[config.mk]
export PLATFORM = sky130hd
export DESIGN_NAME = cntr8_ctrl
export DESIGN_NICKNAME = d
export VERILOG_FILES = /design/src/rtl/cntr8_ctrl.sv
export SDC_FILE = /design/constraint.sdc
export NUM_CORES = 1
export LEC_CHECK = 0
export ABC_AREA = 1
export BUFFER_PORTS_ARGS = -buffer_cell sky130_fd_sc_hd__clkbuf_2
export CORE_MARGIN = 2
export CORE_UTILIZATION = 49
export DETAILED_ROUTE_END_ITERATION = 8
export HOLD_SLACK_MARGIN = 0.02
export PLACE_DENSITY = 0.74
export SLEW_MARGIN = 20
export SYNTH_ARGS = -nofsm -noshare
export SYNTH_HDL_FRONTEND = slang
export SYNTH_SLANG_ARGS = --single-unit
export TNS_END_PERCENT = 5
[constraint.sdc]
create_clock -name clk -period 1.6 [get_ports clk]
set_input_delay 0.24 -clock clk [delete_from_list [all_inputs] [get_ports clk]]
set_output_delay 0.24 -clock clk [all_outputs]
set_load 0.005 [all_outputs]
[src/rtl/cntr8_ctrl.sv]
// Sequencer for an external 8-bit counter: load a start value, step it n times,
// then check the counter's returned value against the expected sum.
module cntr8_ctrl (
  input  logic       clk,
  input  logic       reset_n,
  input  logic       start,
  input  logic       abort,
  input  logic [7:0] d_init,
  input  logic [7:0] n_steps,
  input  logic [7:0] cnt_val,
  output logic       load,
  output logic       inc,
  output logic [7:0] d_in,
  output logic       busy,
  output logic       done,
  output logic       err,
  output logic [2:0] o_state
);

  typedef enum logic [2:0] {
    S_IDLE  = 3'b000,
    S_LOAD  = 3'b001,
    S_RUN   = 3'b010,
    S_CHECK = 3'b011,
    S_DONE  = 3'b100
  } state_e;

  typedef struct packed {
    logic [7:0] d_init;
    logic [7:0] n_steps;
  } req_t;

  state_e     state_q, state_d;
  req_t       req_q, req_d;
  logic [7:0] rem_q, rem_d;
  logic       err_q, err_d;
  logic [7:0] exp_sum;

  // Carry out of the 8-bit add is discarded, matching the counter's wrap.
  assign exp_sum = req_q.d_init + req_q.n_steps;

  always_comb begin
    state_d = state_q;
    req_d   = req_q;
    rem_d   = rem_q;
    err_d   = err_q;
    unique case (state_q)
      S_IDLE: begin
        if (start && !abort) begin
          req_d.d_init  = d_init;
          req_d.n_steps = n_steps;
          rem_d         = n_steps;
          err_d         = 1'b0;
          state_d       = S_LOAD;
        end
      end
      S_LOAD: begin
        if (abort)                    state_d = S_IDLE;
        else if (req_q.n_steps != '0) state_d = S_RUN;
        else                          state_d = S_CHECK;
      end
      S_RUN: begin
        if (abort) state_d = S_IDLE;
        else begin
          rem_d = rem_q - 8'd1;
          if (rem_q == 8'd1) state_d = S_CHECK;
        end
      end
      S_CHECK: begin
        if (abort) state_d = S_IDLE;
        else begin
          err_d   = (cnt_val != exp_sum);
          state_d = S_DONE;
        end
      end
      S_DONE:  state_d = S_IDLE;
      default: state_d = S_IDLE;
    endcase
  end

  always_ff @(posedge clk or negedge reset_n) begin
    if (!reset_n) begin
      state_q <= S_IDLE;
      req_q   <= '0;
      rem_q   <= '0;
      err_q   <= 1'b0;
    end else begin
      state_q <= state_d;
      req_q   <= req_d;
      rem_q   <= rem_d;
      err_q   <= err_d;
    end
  end

  // Strobes come purely from flops so nothing upstream can glitch the counter.
  assign load    = (state_q == S_LOAD);
  assign inc     = (state_q == S_RUN);
  assign busy    = (state_q != S_IDLE);
  assign done    = (state_q == S_DONE);
  assign err     = err_q;
  assign d_in    = req_q.d_init;
  assign o_state = state_q;

endmodule
==> impl_metrics.py <==
metrics = {
    "placed_design": {
        "place_ws_ns": -0.211,
        "dp_cells": 371,
        "gp_congestion": 0.809,
        "port_buffers": 43,
        "dp_hpwl_um": 3440,
    },
    "power_and_ir_drop": {
        "leakage_nw": 1.35,
        "finalPower_mw": 4.67,
        "pwr_density_cell_nw_per_um2": 2000,
        "vdd_drop_max_mv": 0.879,
    },
    "logic_synthesis": {
        "syn_area_sq_um": 1990,
        "synthCells": 276,
        "avgSynthCellArea_sq_um": 7.19,
        "synth_seq_area_share_pct": 35.3,
        "yosys_warnings": 0,
        "ys.flop_type": "dfrtp_1",
        "synth_fp_nets": 314,
        "synth_edf_count": 0,
        "synthArstFlopShare_pct": 100,
        "synth_cell_type_count": 36,
        "yosys_register_bits": 28,
    },
    "grt": {
        "grt_pass1_vias": 1623,
        "overflow": 0,
        "antenna_found_initial": 0,
        "grt_max_degree": 29,
        "grtUsageTotal_pct": 20.0,
        "grt_first_pass_wirelength_um": 6910,
    },
    "route": {
        "met3_length_um": 216,
        "drc_errors": 0,
        "drt-total-wl_um": 4280,
        "wire_per_inst_um": 11.4,
        "routed-wl-met2_um": 2020,
        "ant_nets": 0,
        "wl_met1_um": 1970,
        "drt_pass1_iterations": 4,
        "initialDrtViolationCount": 121,
        "vias_per_cell": 4.88,
        "num_vias": 1840,
        "top_layer": "met4",
    },
    "timing": {
        "rsz0062_at_grt": "yes",
        "layout_setup_ws_ns": -0.228,
        "worst_pin_slew_ns": 0.706,
        "setup_violations": 1,
        "slew_viol_final": 0,
        "finClkSkew_ns": 0.00449,
        "slew_headroom_pct": 52.9,
        "hold_viol_final": 4,
        "max_clock_freq_mhz": 547,
        "period_needed_ns": 1.83,
        "fin_crit_sh_pct": 114,
        "whs_ns": -0.00302,
    },
    "final_layout": {
        "final_common_cell": "nand2_1",
        "final_layout_size_suffix_gt1_share_pct": 26.0,
        "nets": 366,
        "synthToLayoutAreaGrowth_pct": 17.5,
        "num_antenna_cells": 0,
        "finalNonFillerCells": 377,
        "final_cell_mix": "nand2_1, clkbuf_2, inv_1",
    },
    "clocking": {
        "clock_sinks": 28,
        "clkTransAtPathRegs_ns": 0.09,
        "cts_htree_levels": 1,
        "clock_latency_ns": 0.27,
        "cts_buffers": 3,
        "cts-root-buf": "clkbuf_8",
        "clk_path_buf_depth": 2,
        "cts_tree": "yes",
    },
    "critical_path": {
        "max_stage_delay_ns": 0.53,
        "slowest_stage": "fa_2",
        "r2r_slack_ns": -0.23,
        "path_cells": "ha_2 > fa_2 > nand2_1 > nand2_1 > nand3_1 > nor2_1 > nand3_1 > nor2_1 > nand3_1 > nand2_1 > inv_1",
        "critPathCaptureType": "flip-flop",
        "worstPathMaxFanout": 2,
        "required_ns": 1.78,
        "path_class": "reg -> reg",
        "crit_arrival_ns": 2.01,
        "crit_path_start_kind": "flip-flop",
    },
    "floorplanning": {
        "rows": 23,
        "die_w_um": 67.7,
        "die-area_sq_um": 4580,
        "ios": 44,
        "core_sq_um": 3940,
        "die_h_um": 67.7,
        "start_util_pct": 50.4,
    },
    "flow_run": {
        "max_cap_violations": 0,
    },
    "status": {
        "outcome": "finished, violations left",
        "failed_checks": "hold timing, setup timing",
    },
    "worst_hold_path": {
        "timing.hold.worst.class": "in -> async",
    },
}
## final cells by class
type	instances	area (sq um)
Fill cell	379	1610
Multi-Input combinational cell	197	1030
Sequential cell	28	701
Timing Repair Buffer	60	343
Inverter	38	146
Tap cell	50	62.6
Clock buffer	4	55.1
## worst paths after layout
| path | startpoint | endpoint | cells past startpoint |
|---|---|---|---|
| min reg2reg | rem_q[5] | rem_q[5] | 2 |
| max in group asynchronous | reset_n | rem_q[5] | 1 |
| min | reset_n | o_state[2] | 1 |
| max | req_q[0] | err | 11 |
| min in group clk | d_init[0] | d_in[0] | 3 |
| max reg2reg | req_q[0] | err | 11 |
## routing by layer
layer	global-route usage, %	vias to the layer above
met5	0	-
met4	6.63	0
met3	2.50	6
met2	32.4	44
met1	27.5	830
li1	-	960
## power by group
group	internal (mW)	switching, mW
clock network	0.220	0.216
registers	1.04	0.282
logic	1.25	1.66
total	2.51	2.16
## cell families (layout without fill, tap and decap cells)
group                      after synthesis  after routing  share of synthesized area (%)
adders and majority gates               10             10                           6.68
DFF                                     28             28                           35.3
and+or+nand+nor                        150            150                           32.3
xor gates and xnor gates                 4              4                           1.76
buffers and inverters                   51            102                           13.4
AOI/OAI and AO/OA                       33             33                           10.5
## cell usage after synthesis (3+ instances only)
| master | count | area [sq um] |
|---|---|---|
| buf_4 | 8 | 60.1 |
| nor2_1 | 17 | 63.8 |
| xor2_1 | 3 | 26.3 |
| a21oi_1 | 7 | 35.0 |
| nand2_1 | 105 | 394 |
| ha_1 | 9 | 113 |
| o21ai_0 | 11 | 55.1 |
| inv_1 | 34 | 128 |
| o21ai_1 | 4 | 20.0 |
| buf_6 | 4 | 45.0 |
| nand2_2 | 3 | 18.8 |
| dfrtp_1 | 28 | 701 |
| nand3_1 | 13 | 65.1 |
## per-stage QoR
step	setup TNS (ns)	utilization (%)	cell area (sq um)
floorplan	-0.0915	-	1990
global placement	-0.164	57.3	2260
detailed placement	-0.211	57.3	2260
CTS	-0.215	58.9	2320
global route	-0.556	59.2	2330
finish	-0.228	59.2	2330
## worst max-delay path, delay by kind of cell, from the launching register on
kind	cells	cell delay, ns
AND/OR/NAND/NOR	8	0.58
buffers and inverters	1	0.04
adder cells (fa/ha/maj)	2	0.73
flip-flops	1	0.40
## sequential cells by signal, indices dropped and copies added, names as in the netlist
register  count
d_in          8
rem_q         8
req_q         8
o_state       3
err           1
## what timing repair did
item / CTS / global route
hold buffers: 0 / 0
setup buffers: 1 / 1
gates cloned: 0 / 0
setup endpoints to repair: 1 / 6
gates resized for setup: 0 / 2
Power figures use the tool's default switching activity.
